[src/rtl/cgra_config_sequencer.sv]
// Byte-stream configuration sequencer for a small CGRA: decodes WRITE/RUN/CLEAR
// packets into config writes, commits, tile clears and timed runs. Optional macro: CFG_CHECKSUM_EN.
module cgra_config_sequencer #(
  parameter int NUM_TILES = 4,
  parameter int ADDR_W    = 4
) (
  input  logic                 clk,
  input  logic                 reset,
  input  logic [7:0]           i_in_data,
  input  logic                 i_in_valid,
  output logic                 o_in_ready,
  output logic                 o_cfg_we,
  output logic [1:0]           o_cfg_tile,
  output logic [ADDR_W-1:0]    o_cfg_addr,
  output logic [7:0]           o_cfg_data,
  output logic [NUM_TILES-1:0] o_cfg_commit,
  output logic [NUM_TILES-1:0] o_tile_clr,
  output logic                 o_run,
  output logic                 o_done,
  output logic                 o_err
);

  typedef enum logic [2:0] {
    S_HDR,
    S_PAYLOAD,
`ifdef CFG_CHECKSUM_EN
    S_CHECK,
`endif
    S_COMMIT,
    S_RUNCNT,
    S_RUNNING
  } state_t;

  localparam logic [1:0] OP_WRITE = 2'b00;
  localparam logic [1:0] OP_RUN   = 2'b01;
  localparam logic [1:0] OP_CLEAR = 2'b10;

  function automatic logic [NUM_TILES-1:0] tileHot(input logic [1:0] t);
    tileHot = {{(NUM_TILES-1){1'b0}}, 1'b1} << t;
  endfunction

  state_t                 r_state;
  state_t                 w_next;
  logic [1:0]             r_tile;
  logic [3:0]             r_len;
  logic [3:0]             r_idx;
  logic [7:0]             r_runCnt;
  logic                   r_cfgWe;
  logic [1:0]             r_cfgTile;
  logic [ADDR_W-1:0]      r_cfgAddr;
  logic [7:0]             r_cfgData;
  logic [NUM_TILES-1:0]   r_clr;
  logic                   r_done;
  logic                   r_err;
`ifdef CFG_CHECKSUM_EN
  logic [7:0]             r_csum;
`endif

  logic                   w_readyState;
  logic                   w_accept;
  logic [1:0]             w_op;

  assign w_op         = i_in_data[7:6];
  assign w_readyState = (r_state == S_HDR) || (r_state == S_PAYLOAD) ||
`ifdef CFG_CHECKSUM_EN
                        (r_state == S_CHECK) ||
`endif
                        (r_state == S_RUNCNT);
  // Ready is forced low while reset is held so nothing is accepted in that cycle.
  assign o_in_ready   = w_readyState && !reset;
  assign w_accept     = i_in_valid && o_in_ready;

  assign o_cfg_we     = r_cfgWe;
  assign o_cfg_tile   = r_cfgTile;
  assign o_cfg_addr   = r_cfgAddr;
  assign o_cfg_data   = r_cfgData;
  assign o_tile_clr   = r_clr;
  assign o_done       = r_done;
  assign o_err        = r_err;

  always_ff @(posedge clk) begin
    if (reset) begin
      r_state <= S_HDR;
    end else begin
      r_state <= w_next;
    end
  end

  always_comb begin
    w_next       = r_state;
    o_cfg_commit = '0;
    o_run        = 1'b0;
    case (r_state)
      S_HDR: begin
        if (w_accept) begin
          if (w_op == OP_WRITE) begin
            w_next = S_PAYLOAD;
          end else if (w_op == OP_RUN) begin
            w_next = S_RUNCNT;
          end
        end
      end
      S_PAYLOAD: begin
        if (w_accept && (r_idx == r_len)) begin
`ifdef CFG_CHECKSUM_EN
          w_next = S_CHECK;
`else
          w_next = S_COMMIT;
`endif
        end
      end
`ifdef CFG_CHECKSUM_EN
      S_CHECK: begin
        if (w_accept) begin
          w_next = (i_in_data == r_csum) ? S_COMMIT : S_HDR;
        end
      end
`endif
      S_COMMIT: begin
        o_cfg_commit = reset ? '0 : tileHot(r_tile);
        w_next       = S_HDR;
      end
      S_RUNCNT: begin
        if (w_accept) begin
          w_next = (i_in_data == 8'd0) ? S_HDR : S_RUNNING;
        end
      end
      S_RUNNING: begin
        o_run = !reset;
        if (r_runCnt == 8'd1) begin
          w_next = S_HDR;
        end
      end
      default: w_next = S_HDR;
    endcase
  end

  // Datapath: header fields, payload index, run counter and the registered strobes.
  always_ff @(posedge clk) begin
    if (reset) begin
      r_tile    <= '0;
      r_len     <= '0;
      r_idx     <= '0;
      r_runCnt  <= '0;
      r_cfgWe   <= 1'b0;
      r_cfgTile <= '0;
      r_cfgAddr <= '0;
      r_cfgData <= '0;
      r_clr     <= '0;
      r_done    <= 1'b0;
      r_err     <= 1'b0;
`ifdef CFG_CHECKSUM_EN
      r_csum    <= '0;
`endif
    end else begin
      r_cfgWe <= 1'b0;
      r_clr   <= '0;
      r_done  <= 1'b0;
      case (r_state)
        S_HDR: begin
          if (w_accept) begin
            r_tile <= i_in_data[5:4];
            r_len  <= i_in_data[3:0];
            r_idx  <= '0;
`ifdef CFG_CHECKSUM_EN
            r_csum <= i_in_data;
`endif
            if (w_op == OP_CLEAR) begin
              r_clr <= tileHot(i_in_data[5:4]);
            end else if (w_op == 2'b11) begin
              r_err <= 1'b1;
            end
          end
        end
        S_PAYLOAD: begin
          if (w_accept) begin
            r_cfgWe   <= 1'b1;
            r_cfgTile <= r_tile;
            r_cfgAddr <= ADDR_W'(r_idx);
            r_cfgData <= i_in_data;
            r_idx     <= r_idx + 4'd1;
`ifdef CFG_CHECKSUM_EN
            r_csum    <= r_csum ^ i_in_data;
`endif
          end
        end
`ifdef CFG_CHECKSUM_EN
        S_CHECK: begin
          if (w_accept && (i_in_data != r_csum)) begin
            r_err <= 1'b1;
          end
        end
`endif
        S_RUNCNT: begin
          if (w_accept) begin
            r_runCnt <= i_in_data;
            if (i_in_data == 8'd0) begin
              r_done <= 1'b1;
            end
          end
        end
        S_RUNNING: begin
          r_runCnt <= r_runCnt - 8'd1;
          if (r_runCnt == 8'd1) begin
            r_done <= 1'b1;
          end
        end
        default: ;
      endcase
    end
  end

endmodule

[config.mk]
export PLATFORM = sky130hd
export DESIGN_NAME = cgra_config_sequencer
export DESIGN_NICKNAME = d
export VERILOG_FILES = /design/src/rtl/cgra_config_sequencer.sv
export SDC_FILE = /design/constraint.sdc
export NUM_CORES = 1
export LEC_CHECK = 0
export ABC_CLOCK_PERIOD_IN_PS = 2300
export CAP_MARGIN = 5
export CORE_MARGIN = 2
export CORE_UTILIZATION = 50
export CTS_CLUSTER_SIZE = 14
export DETAILED_ROUTE_END_ITERATION = 8
export PLACE_DENSITY = 0.85
export SLEW_MARGIN = 20
export SYNTH_ARGS = -nofsm -noshare
export SYNTH_HDL_FRONTEND = slang
export SYNTH_SLANG_ARGS = --single-unit
export TNS_END_PERCENT = 1
[constraint.sdc]
create_clock -name clk -period 2.3 [get_ports clk]
set_clock_uncertainty 0.05 [all_clocks]
set_input_delay 0.69 -clock clk [delete_from_list [all_inputs] [get_ports clk]]
set_output_delay 0.69 -clock clk [all_outputs]
set_load 0.05 [all_outputs]
Word-level counts from Yosys, hierarchy flattened --
Index checks and enable logic that the tools add are counted.
Word-level totals: output and inout port bits 27, register bits 42, input port bits 11
Operators by class: shift operators 2, bitwise logic cells 4, add/sub/neg operators 2, reduce and logical (&&, ||, !) cells 19, eq/ne operators 15, multiplexer cells 21
Operator list (count):
- $mux 3 | 7
- $mux 4 | 4
- $pmux 8 s2 | 1
- $pmux 3 s4 | 1
- $eq 8x1->1 const B | 1
- $logic_not 8->1 | 1
- $mux 8 | 1
- $ne 2x2->1 const B | 4
- $pmux 4 s2 | 1
- $shl 1x2->4 const A | 2
- $sub 8x1->8 const B | 1
- $eq 3x2->1 const B | 2
- $reduce_and 2->1 | 3
- $mux 1 | 5
- $reduce_and 5->1 | 1
- $add 4x1->4 const B | 1
- $eq 2x2->1 const B | 2
- $eq 4x4->1 | 1
- $not 1->1 | 4
- $reduce_and 4->1 | 1
- $reduce_bool 2->1 | 2
- $reduce_or 4->1 | 1
- $eq 3x1->1 const B | 1
- $eq 3x3->1 const B | 1
- other kinds (11) | 14

Logic depth before layout (Yosys ltp) --
depth in word-level cells 8, gate-level depth with buffers 7

Least setup slack after synthesis --
No wires, ideal clock.
kind input -> output, start input reset, end output o_cfg_commit[0], setup slack -1.009 ns, data arrival time 2.569 ns, stages on the path 4, data required time 1.560 ns, buffers on the path 1, cells stage by stage buf_2 nor2_1 nand2_1 nor4_1
Between the ends: longest elaborated chain between the ends 2
RTL lines:
- start: declaration | RTL line 8 | input logic reset,
- $mux 4 | RTL line 120 | o_cfg_commit = reset ? '0 : tileHot(r_tile);
- $mux 4 | RTL line 93 | case (r_state)
- end: declaration | RTL line 16 | output logic [NUM_TILES-1:0] o_cfg_commit,
No other way between the ends.

Final worst setup path --
start input reset, end output o_cfg_commit[1]
Same word-level chain as after synthesis.

==> tab_implementation.tex <==
\begin{tabular}{lr}
\hline
Metric & Value \\
\hline
\multicolumn{2}{l}{\textbf{Die}} \\
\quad Chip height & 65.4 um \\
\quad Core Area & 0.00363 mm\^{}2 \\
\quad Die Span X & 65.4 um \\
\quad Die ar. & 0.00427 mm\^{}2 \\
\quad Number of placement rows & 22 \\
\quad Effective utilization at floorplan & 51.8\% \\
\quad Top-level port count & 38 \\
\multicolumn{2}{l}{\textbf{Yosys}} \\
\quad Number of enable flip-flop cells after synthesis & 0 \\
\quad Mapped Nets & between 200 and 250 \\
\quad Top cells by area, synth & dfxtp\_1 (45\%), nand2\_1 (7.4\%), a21oi\_1 (5.8\%) \\
\quad Library cell occupying the most area in the post-synthesis netlist & dfxtp\_1 \\
\quad Most common flop cell mapped by yosys & dfxtp\_1 \\
\quad Number of warnings reported in the yosys synthesis log & 0 \\
\quad Post-synth ARST share & 0\% \\
\quad Post-Synthesis Mean Instance Area & 8.64 um\^{}2 \\
\quad Number of instances in the synthesized netlist & 218 \\
\quad Post-Synthesis Cell Area & 0.00188 mm\^{}2 \\
\quad Most instantiated cells after synthesis & dfxtp\_1 (42), nand2\_1 (37), a21oi\_1 (22) \\
\quad Seq/Total Area, Yosys & 44.7\% \\
\quad Top-area cell type share of the netlist area & 44.7\% \\
\quad Most numerous cell in the Yosys netlist & dfxtp\_1 \\
\quad Library cells used by synthesis & 48 \\
\quad Synthesized flop and latch total & 42 \\
\multicolumn{2}{l}{\textbf{Routing}} \\
\quad Number of nets still failing antenna checks after routing & 0 \\
\quad Overall routed net length & 4.99 mm \\
\quad Total number of vias & 1862 \\
\quad Avg WL per Cell & roughly 15 um \\
\quad Vias per cell & 5.66 \\
\quad Number of search-and-repair iterations in the first detailed-routing pass & 4 \\
\quad DRC violation total after the first TritonRoute iteration & 122 \\
\quad Post-route DRC violation count & 0 \\
\multicolumn{2}{l}{\textbf{Global route}} \\
\quad Antenna violations before repair & 0 \\
\quad Number of global-route vias before repair & 1876 \\
\quad GRT Util Overall & 26.2\% \\
\quad Grt total ovfl & 0 \\
\quad Wire length of the first global-routing pass & 8.69 mm \\
\quad Maximum number of pins on one net before global-route repair & 27 \\
\multicolumn{2}{l}{\textbf{Timing}} \\
\quad Final Hold Vio Count & 0 \\
\quad Count of pins over their slew limit & 0 \\
\quad Unrepaired setup endpoints after global routing & yes \\
\quad Maximum frequency from static timing analysis & $\sim$440 MHz \\
\quad Hold WS & 0.405 ns \\
\quad Fin crit share & 98.5\% \\
\quad Total Negative Setup Slacks & 0 ns \\
\quad Actual transition at the worst max-transition pin & between 0.4 and 0.5 ns \\
\quad Worst slew margin & approximately 67\% \\
\quad Finish-stage setup viols & 0 \\
\quad Post-route minimum period & around 2.3 ns \\
\multicolumn{2}{l}{\textbf{Setup path}} \\
\quad Number of cell instances on the worst register-to-register path & 12 \\
\quad CP Launch Type & input port \\
\quad Critical R2R Launch & r\_state[2]\$\_SDFFE\_PP0P\_ \\
\quad Arrival time reported for the critical path endpoint & 1.53 ns \\
\quad Worst-path maximum fanout & 3 \\
\quad Setup slack of the worst register-to-register path & 0.17 ns \\
\quad R2r endpoint & o\_err\$\_SDFFE\_PP0P\_ \\
\quad Required arrival time at the worst endpoint & 1.56 ns \\
\quad Worst Path Class, Setup & in2out \\
\quad CP endpoint kind & primary output \\
\multicolumn{2}{l}{\textbf{Clock network}} \\
\quad Clock slew at reported path FFs & about 0.08 ns \\
\quad Library cell used as clock root buffer & clkbuf\_8 \\
\quad Clock tree from TritonCTS & built \\
\quad TritonCTS Buffers & 5 \\
\quad Number of buffers inserted for hold repair after clock tree synthesis & 0 \\
\quad Clk\_lat worst skew & 0.30 ns \\
\quad Sink Count & 42 \\
\quad H-Tree Depth & 2 \\
\quad Number of buffers on the longest clock path & 2 \\
\multicolumn{2}{l}{\textbf{Placement}} \\
\quad Post-detailed-placement cell area & 0.00253 mm\^{}2 \\
\quad Port-buffer cells & 37 \\
\quad Half-perimeter wire length after detailed placement & 3.51 mm \\
\quad Last weighted congestion value of the routability-driven placer & 0.840 \\
\multicolumn{2}{l}{\textbf{Hold path}} \\
\quad Min-Delay Startpoint & o\_cfg\_addr[3]\$\_SDFFE\_PP0P\_ \\
\quad Class of the most critical hold timing path & reg2reg \\
\quad Number of cells on the worst hold path & 2 \\
\quad Hold-critical path endpoint & o\_cfg\_addr[3]\$\_SDFFE\_PP0P\_ \\
\multicolumn{2}{l}{\textbf{Power}} \\
\quad PnR Total Power & 1.49 mW \\
\quad Power density over the cells & 553 mW/mm\^{}2 \\
\quad Static Leak & 1.03 nW \\
\quad VDD IR max & $\sim$0.31 mV \\
\multicolumn{2}{l}{\textbf{Final layout}} \\
\quad Total Nets Final & 294 \\
\quad Util after Layout & 74.1\% \\
\quad Synthesis-to-layout area growth & 43.0\% \\
\quad Proportion of layout cells with a drive suffix above 1 & 22.4\% \\
\quad ANT cells & 0 \\
\quad Filler instances & approximately 260 \\
\quad Post-Layout Inst Area & 0.00269 mm\^{}2 \\
\multicolumn{2}{l}{\textbf{Run}} \\
\quad Maximum Capacitance Violations & 0 \\
\multicolumn{2}{l}{\textbf{Status}} \\
\quad Result of the run & completed \\
\hline
\end{tabular}
==> final cells by class <==
type / instances / area (um^2) / share of cell area [%]
clock buffers: 6 / 82.6 / 3.07
inverters: 6 / 22.5 / 0.836
clock inverters: 2 / 12.5 / 0.465
multi-input cells: 159 / 1020 / 37.7
flip-flops and latches: 42 / 843 / 31.3
repair buffers: 66 / 656 / 24.3
well taps: 48 / 60.1 / 2.23
==> worst max-delay path, cell delays in order <==
cell	delay, ns
buf_2	0.12
nor2_4	0.13
and3_4	0.22
nand2_1	0.09
nor2_4	0.13
buf_12	0.14
==> where the power goes <==
group	switching [mW]	leakage (nW)	total [mW]	internal (mW)
registers	0.0251	0.341	0.770	0.745
clock network	0.251	0.0472	0.492	0.241
logic	0.123	0.640	0.228	0.106
==> layer usage <==
layer	part of all wire [%]	wire length [um]	GRT usage [%]
met1	43	2160	33.3
met3	5.3	266	4.97
met2	49	2440	43.4
met5	0	0	0
met4	2.5	124	11.7
==> cells by family (layout without fill, tap and decap cells) <==
family | Yosys count | after routing | synth area share [%]
AO/OA/AOI/OAI | 44 | 44 | 15.7
AND/OR/NAND/NOR | 101 | 101 | 27.9
adder cells (fa/ha/maj) | 3 | 3 | 1.99
multiplexers | 7 | 7 | 3.72
flip-flops | 42 | 42 | 44.7
XOR/XNOR | 4 | 4 | 1.86
buffers and inverters | 17 | 80 | 4.19
==> registers in the layout, summed over array words and instances (netlist names) <==
signal / cells
o_cfg_data: 8
r_runCnt: 8
o_cfg_addr: 4
o_tile_clr: 4
r_idx: 4
r_len: 4
r_state: 3
o_cfg_tile: 2
r_tile: 2
o_cfg_we: 1
o_done: 1
o_err: 1
==> worst max-delay path by stage <==
stage,cells past startpoint,start,end
finish,6,reset,o_cfg_commit[1]
global route,6,reset,o_cfg_commit[1]
CTS,6,reset,o_cfg_commit[2]
detailed placement,5,reset,o_cfg_commit[3]
global placement,6,reset,o_cfg_commit[1]
floorplan,2,reset,o_in_ready
==> timing repair <==
| item | in CTS | in global routing |
|---|---|---|
| hold endpoints to repair | 0 | 0 |
| endpoints found under the setup margin | 6 | 7 |
| resized for setup | 10 | 1 |
| pin swaps | 3 | 1 |
| cloned | 0 | 0 |
| setup buffers | 6 | 0 |
==> placed cells by master, fill, tap and decap left out, types with 5 or more instances in the layout <==
cell / synthesis / final
inv_1: 5 / 5
nor2_1: 21 / 17
nand3_1: 8 / 8
a21oi_1: 22 / 22
buf_4: 1 / 28
dfxtp_1: 42 / 40
clkbuf_8: 0 / 6
nand2_1: 37 / 36
mux2i_1: 7 / 7
buf_12: 0 / 7
clkdlybuf4s50_1: 0 / 30
==> metrics by stage <==
step	instances	setup slack (ns)
floorplan	218	-0.139
global placement	315	-0.283
detailed placement	315	-0.319
CTS	329	0.0734
global route	329	-0.0236
finish	329	0.0340
No activity file was read; power rests on OpenSTA's default activity.
